--- src/rtl/mux_sel_scanner.sv ---
// Channel sequencer feeding the 8:1 mux select/data inputs.
// Optional sweep counter output enabled by MUX_SEL_SCANNER_SWEEP_CNT_EN.
module mux_sel_scanner #(
    parameter int N_CH  = 8,
    parameter int DWELL = 4
) (
    input  logic            i_clk,
    input  logic            i_rst,
    input  logic            i_start,
    input  logic            i_stop,
    input  logic            i_cont,
    input  logic [N_CH-1:0] i_mask,
    input  logic            i_data,
    output logic [N_CH-1:0] o_sel_code,
    output logic            o_a,
    output logic            o_valid,
    output logic [2:0]      o_ch_idx,
    output logic            o_busy,
    output logic            o_done
`ifdef MUX_SEL_SCANNER_SWEEP_CNT_EN
    ,
    output logic [7:0]      o_sweep_cnt
`endif
);

    localparam int CW = (DWELL > 1) ? $clog2(DWELL) : 1;
    localparam logic [CW-1:0] LAST = CW'(DWELL - 1);

    typedef enum logic {
        IDLE,
        SCAN
    } state_t;

    state_t          state_q, state_d;
    logic [7:0]      mask_q, mask_d;
    logic            cont_q, cont_d;
    logic [2:0]      idx_q, idx_d;
    logic [CW-1:0]   cnt_q, cnt_d;
    logic            done_q, done_d;
    logic            a_q, a_d;
    logic [7:0]      above;
    logic            sweep_end;

    function automatic logic [2:0] lowest(input logic [7:0] m);
        logic [2:0] r;
        r = '0;
        for (int i = 7; i >= 0; i--) begin
            if (m[i]) r = 3'(i);
        end
        return r;
    endfunction

    // Enabled channels strictly above the current one; 2<<7 wraps to 0.
    assign above = mask_q & ~((8'd2 << idx_q) - 8'd1);

    assign sweep_end = (state_q == SCAN) && !i_stop
                     && (cnt_q == LAST) && (above == 8'd0);

    always_comb begin
        state_d = state_q;
        mask_d  = mask_q;
        cont_d  = cont_q;
        idx_d   = idx_q;
        cnt_d   = cnt_q;
        done_d  = 1'b0;
        unique case (state_q)
            IDLE: begin
                if (i_start && !i_stop) begin
                    mask_d = i_mask;
                    cont_d = i_cont;
                    if (i_mask != 8'd0) begin
                        state_d = SCAN;
                        idx_d   = lowest(i_mask);
                        cnt_d   = '0;
                    end else begin
                        done_d = 1'b1;
                    end
                end
            end
            SCAN: begin
                if (i_stop) begin
                    state_d = IDLE;
                    idx_d   = '0;
                    cnt_d   = '0;
                end else if (cnt_q == LAST) begin
                    cnt_d = '0;
                    if (above != 8'd0) begin
                        idx_d = lowest(above);
                    end else begin
                        done_d = 1'b1;
                        if (cont_q) begin
                            idx_d = lowest(mask_q);
                        end else begin
                            state_d = IDLE;
                            idx_d   = '0;
                        end
                    end
                end else begin
                    cnt_d = cnt_q + CW'(1);
                end
            end
            default: begin
                state_d = IDLE;
                idx_d   = '0;
                cnt_d   = '0;
            end
        endcase
        a_d = (state_d == SCAN) ? i_data : 1'b0;
    end

    always_ff @(posedge i_clk) begin
        if (i_rst) begin
            state_q <= IDLE;
            mask_q  <= '0;
            cont_q  <= 1'b0;
            idx_q   <= '0;
            cnt_q   <= '0;
            done_q  <= 1'b0;
            a_q     <= 1'b0;
        end else begin
            state_q <= state_d;
            mask_q  <= mask_d;
            cont_q  <= cont_d;
            idx_q   <= idx_d;
            cnt_q   <= cnt_d;
            done_q  <= done_d;
            a_q     <= a_d;
        end
    end

`ifdef MUX_SEL_SCANNER_SWEEP_CNT_EN
    logic [7:0] sweep_q;

    always_ff @(posedge i_clk) begin
        if (i_rst) begin
            sweep_q <= '0;
        end else if (sweep_end) begin
            sweep_q <= sweep_q + 8'd1;
        end
    end

    assign o_sweep_cnt = sweep_q;
`else
    logic unused_sweep;
    assign unused_sweep = sweep_end;
`endif

    assign o_busy     = (state_q == SCAN);
    assign o_valid    = o_busy;
    assign o_sel_code = o_busy ? (8'd1 << idx_q) : 8'd0;
    assign o_ch_idx   = idx_q;
    assign o_a        = a_q;
    assign o_done     = done_q;

endmodule

--- config.mk ---
export PLATFORM = sky130hd
export DESIGN_NAME = mux_sel_scanner
export DESIGN_NICKNAME = d
export VERILOG_FILES = /design/src/rtl/mux_sel_scanner.sv
export SDC_FILE = /design/constraint.sdc
export NUM_CORES = 1
export LEC_CHECK = 0
export BUFFER_PORTS_ARGS = -buffer_cell sky130_fd_sc_hd__buf_2
export CAP_MARGIN = 20
export CORE_MARGIN = 2
export CORE_UTILIZATION = 47
export DETAILED_ROUTE_END_ITERATION = 16
export GPL_TIMING_DRIVEN = 0
export HOLD_SLACK_MARGIN = 0.15
export PLACE_DENSITY = 0.75
export SYNTH_ARGS = -nofsm -noshare
export SYNTH_HDL_FRONTEND = slang
export SYNTH_SLANG_ARGS = --single-unit
--- constraint.sdc ---
create_clock -name i_clk -period 1.5 [get_ports i_clk]
set_clock_uncertainty 0.1 [all_clocks]
set_input_delay 0.075 -clock i_clk [delete_from_list [all_inputs] [get_ports i_clk]]
set_output_delay 0.075 -clock i_clk [all_outputs]
set_load 0.02 [all_outputs]
==> summary.log <==
INFO  yosys          post-synth-top-area-cell=dfxtp_1
INFO  timing         rsz0062_at_grt=yes
INFO  global_routing track_usage=24.0%
INFO  critical_path  r2r_end=o_ch_idx[0]$_SDFFE_PP0P_
INFO  floorplan      fp.coreArea=2250µm²
INFO  job            max_cap_violations=0
INFO  yosys          synth.ff_latch_count=17
INFO  route          dr.pass1.iters=4
INFO  placement      placement.io_buffers=27
INFO  yosys          yosysSeqAreaShare=29.6%
INFO  route          drt.antenna.violating_nets=0
INFO  route          routed_via_density=5.70
INFO  route          post_drt_wl_per_cell=14.1µm
INFO  floorplan      die_w=53.5µm
INFO  floorplan      die_height=53.5µm
INFO  yosys          synth_common_cells=nor2_1, dfxtp_1, a21oi_1, inv_1
INFO  clock_tree     tritoncts=built
INFO  layout         num-fill-cells=168
INFO  layout         antennaDiodeCount=0
INFO  power_and_ir_drop power_switching=0.372mW
INFO  timing         hold_violation_count_in_the_final_report=0
INFO  critical_path  worst_r2r_path_depth=6
INFO  yosys          dominantRegCellSynth=dfxtp_1
INFO  floorplan      die_footprint=2860µm²
INFO  layout         postLayoutCellArea=1620µm²
INFO  critical_path  setup.reg_to_reg.worst_slack=-140ps
INFO  timing         worst_hold_slack=177ps
INFO  clock_tree     root_buffer=clkbuf_4
INFO  critical_path  critical_path_required=1600ps
INFO  outcome        status=complete, but fails checks
INFO  placement      routabilityCongestion=0.847
INFO  layout         seq_area=352µm²
INFO  global_routing first_global_vias=1160
INFO  timing         maxSlewHeadroom=67.8%
INFO  floorplan      initial_core_util=51.1%
INFO  critical_path  r2r_start=o_ch_idx[2]$_SDFFE_PP0P_
INFO  outcome        violations_in_the_final_reports=setup timing
INFO  worst_hold_path holdCritPathClass=in -> reg
INFO  route          final_wl=3.15mm
INFO  timing         post-route-min-period=1640ps
INFO  critical_path  critical_path.endpoint=o_ch_idx[0]$_SDFFE_PP0P_
INFO  timing         final-setup-viol-count=6
INFO  route          detailroute.via_count=1270
INFO  layout         post-route-util=71.7%
INFO  critical_path  worstSetupStartpoint=o_ch_idx[2]$_SDFFE_PP0P_
INFO  timing         timing.final.max_slew_violations=0
INFO  critical_path  timing_worst_setup_path_type=reg -> reg
INFO  power_and_ir_drop seq_power_share=45.2%
INFO  timing         achievable-frequency=609MHz
INFO  power_and_ir_drop power.leakage=0.682nW
INFO  yosys          mappedNetlistNets=158
INFO  yosys          synth_top_cells_by_area=dfxtp_1, nor2_1, mux2i_1, a21oi_1, a221oi_2
INFO  layout         drive_above_1_share=36.9%
INFO  yosys          cell_area_synth=1150µm²
INFO  timing         tightestPinTransition=483ps
INFO  global_routing grt.overflow.total=0
INFO  placement      half_perimeter_wire_length_of_the_detailed_placement_result=2.12mm
INFO  placement      placement.cell_area=1330µm²
INFO  route          initialDrtViolationCount=42
INFO  power_and_ir_drop p_sw_share=33.1%
INFO  yosys          yosys_warning_count=0
INFO  global_routing antenna_found_initial=0
INFO  floorplan      boundaryPins=29
INFO  yosys          synth_enable_flop_cells=0
INFO  critical_path  critical_path.startpoint_type=register
INFO  power_and_ir_drop internal_power=0.754mW
INFO  critical_path  path_max_fanout=8
INFO  power_and_ir_drop p_comb_share=32.9%
INFO  yosys          post_synth_num_cell_types=44
INFO  timing         final.period_utilization=109%
INFO  route          detail_route.drc_violations=0
INFO  critical_path  setup.worst_path.end_class=register
INFO  layout         syn2layout_area_growth=40.4%
INFO  clock_tree     insertion_delay=290ps
INFO  clock_tree     clock_sinks=17
INFO  clock_tree     clock_tree.htree_level_count=1
INFO  power_and_ir_drop power.density_cell_area=697nW/µm²
INFO  layout         multiInputGateArea=764µm²
INFO  global_routing global_route_wire_length_before_repair=5.00mm
INFO  timing         layout_setup_ws=-141ps
INFO  yosys          synth_top_cell_area_share=29.6%
INFO  power_and_ir_drop ir_worst_vdd=0.000556V
INFO  critical_path  worstPathArrival=1740ps
INFO  floorplan      rows=17
INFO  yosys          syn-mean-instance-area=8.05µm²
INFO  clock_tree     cts-buffers-inserted=3
INFO  clock_tree     clock_tree.buffer_depth=2
INFO  clock_tree     clk_pin_slew=100ps
INFO  global_routing grt_max_degree=11
INFO  power_and_ir_drop clockPowerShare=21.9%
INFO  layout         fin_nets=211
INFO  yosys          postSynth.asyncResetShare=0%
INFO  yosys          synth_most_common_cell=nor2_1
INFO  yosys          postSynthCellCount=143
## worst min-delay path by stage
stage                     cells after the start                  endpoint  startpoint
after floorplan                               2       cont_q$_SDFFE_PP0P_      i_cont
after global placement                        3       cont_q$_SDFFE_PP0P_      i_cont
after detailed placement                      3       cont_q$_SDFFE_PP0P_      i_cont
after CTS                                     4  o_ch_idx[2]$_SDFFE_PP0P_   i_mask[1]
after global routing                          5         o_busy$_SDFF_PP0_   i_mask[1]
final                                         5         o_busy$_SDFF_PP0_   i_mask[1]
## per-layer routing
layer	wire length (µm)	GRT usage, %	vias up	part of all wire, %
li1	-	-	619	-
met1	1340	28.3	581	42
met2	1570	43.8	59	50
met3	174	2.54	11	5.5
met4	63	8.97	0	2.0
met5	0	0	-	0
## critical path, stage by stage, from the launching register on
cell       delay (ps)
dfxtp_2           370
buf_6             140
a2bb2oi_2          60
a211oi_2          300
and3_4            240
a32oi_2            90
a221oi_2          240
## area by class of cell
type,instances,area share [%]
sequential,17,21.7
inverter,9,2.09
clock buffer,3,1.39
buffer,8,3.79
timing repair buffer,49,21.2
tap,28,2.17
multi-input combinational,108,47.3
clock inverter,1,0.310
## stage by stage
| stage | setup slack (ps) | setup TNS, ps | power [mW] | instances |
|---|---|---|---|---|
| after global placement | -193 | -617 | 0.808 | 198 |
| after global routing | -222 | -1040 | 1.18 | 223 |
| after CTS | -119 | -341 | 1.10 | 218 |
| final | -141 | -409 | 1.13 | 223 |
| after detailed placement | -203 | -688 | 0.813 | 198 |
| after floorplan | -154 | -322 | 0.730 | 143 |
## logic make-up (layout without fill, tap and decap cells)
kind of cell,Yosys count,in the layout,share of synthesized area [%]
AOI/OAI and AO/OA,38,38,27.4
adders and majority gates,1,1,1.09
buffers and inverters,18,70,7.83
DFF,17,17,29.6
muxes,7,7,6.20
and+or+nand+nor,62,62,27.9
## power groups by stage
stage	Combinational, mW	Clock (mW)	Sequential, mW
floorplan	0.211	0	0.519
global placement	0.296	0	0.512
detailed placement	0.300	0	0.513
CTS	0.339	0.251	0.507
global route	0.402	0.265	0.512
finish	0.370	0.247	0.509
## cells in the final DEF, fill, tap and decap left out, drive strengths merged, types with 2 or more instances in the layout
cell	instances
dlygate4sd3	15
inv	9
buf	40
clkbuf	5
o31ai	4
nor3b	2
a221oi	3
nand3	5
nor4	2
nor3	3
nor2	32
mux2i	6
a22oi	3
nor2b	5
a21oi	11
nand2	6
o21ai	4
dfxtp	17
a2bb2oi	2
a32oi	3
## repair_timing
item | CTS | global route
resized for setup | 8 | 14
pin swaps | 7 | 6
endpoints found under the setup margin | 18 | 22
buffers inserted | 4 | 3
endpoints found under the hold margin | 15 | 1
hold buffers | 13 | 2
## state kept, by name, indices dropped and copies added, names as in the netlist
| register | count |
|---|---|
| o_ch_idx | 3 |
| mask_q | 8 |
| cont_q | 1 |
| o_a | 1 |
| o_done | 1 |
| cnt_q | 2 |
| o_busy | 1 |
Note: power is estimated with default switching activity, not from simulation.
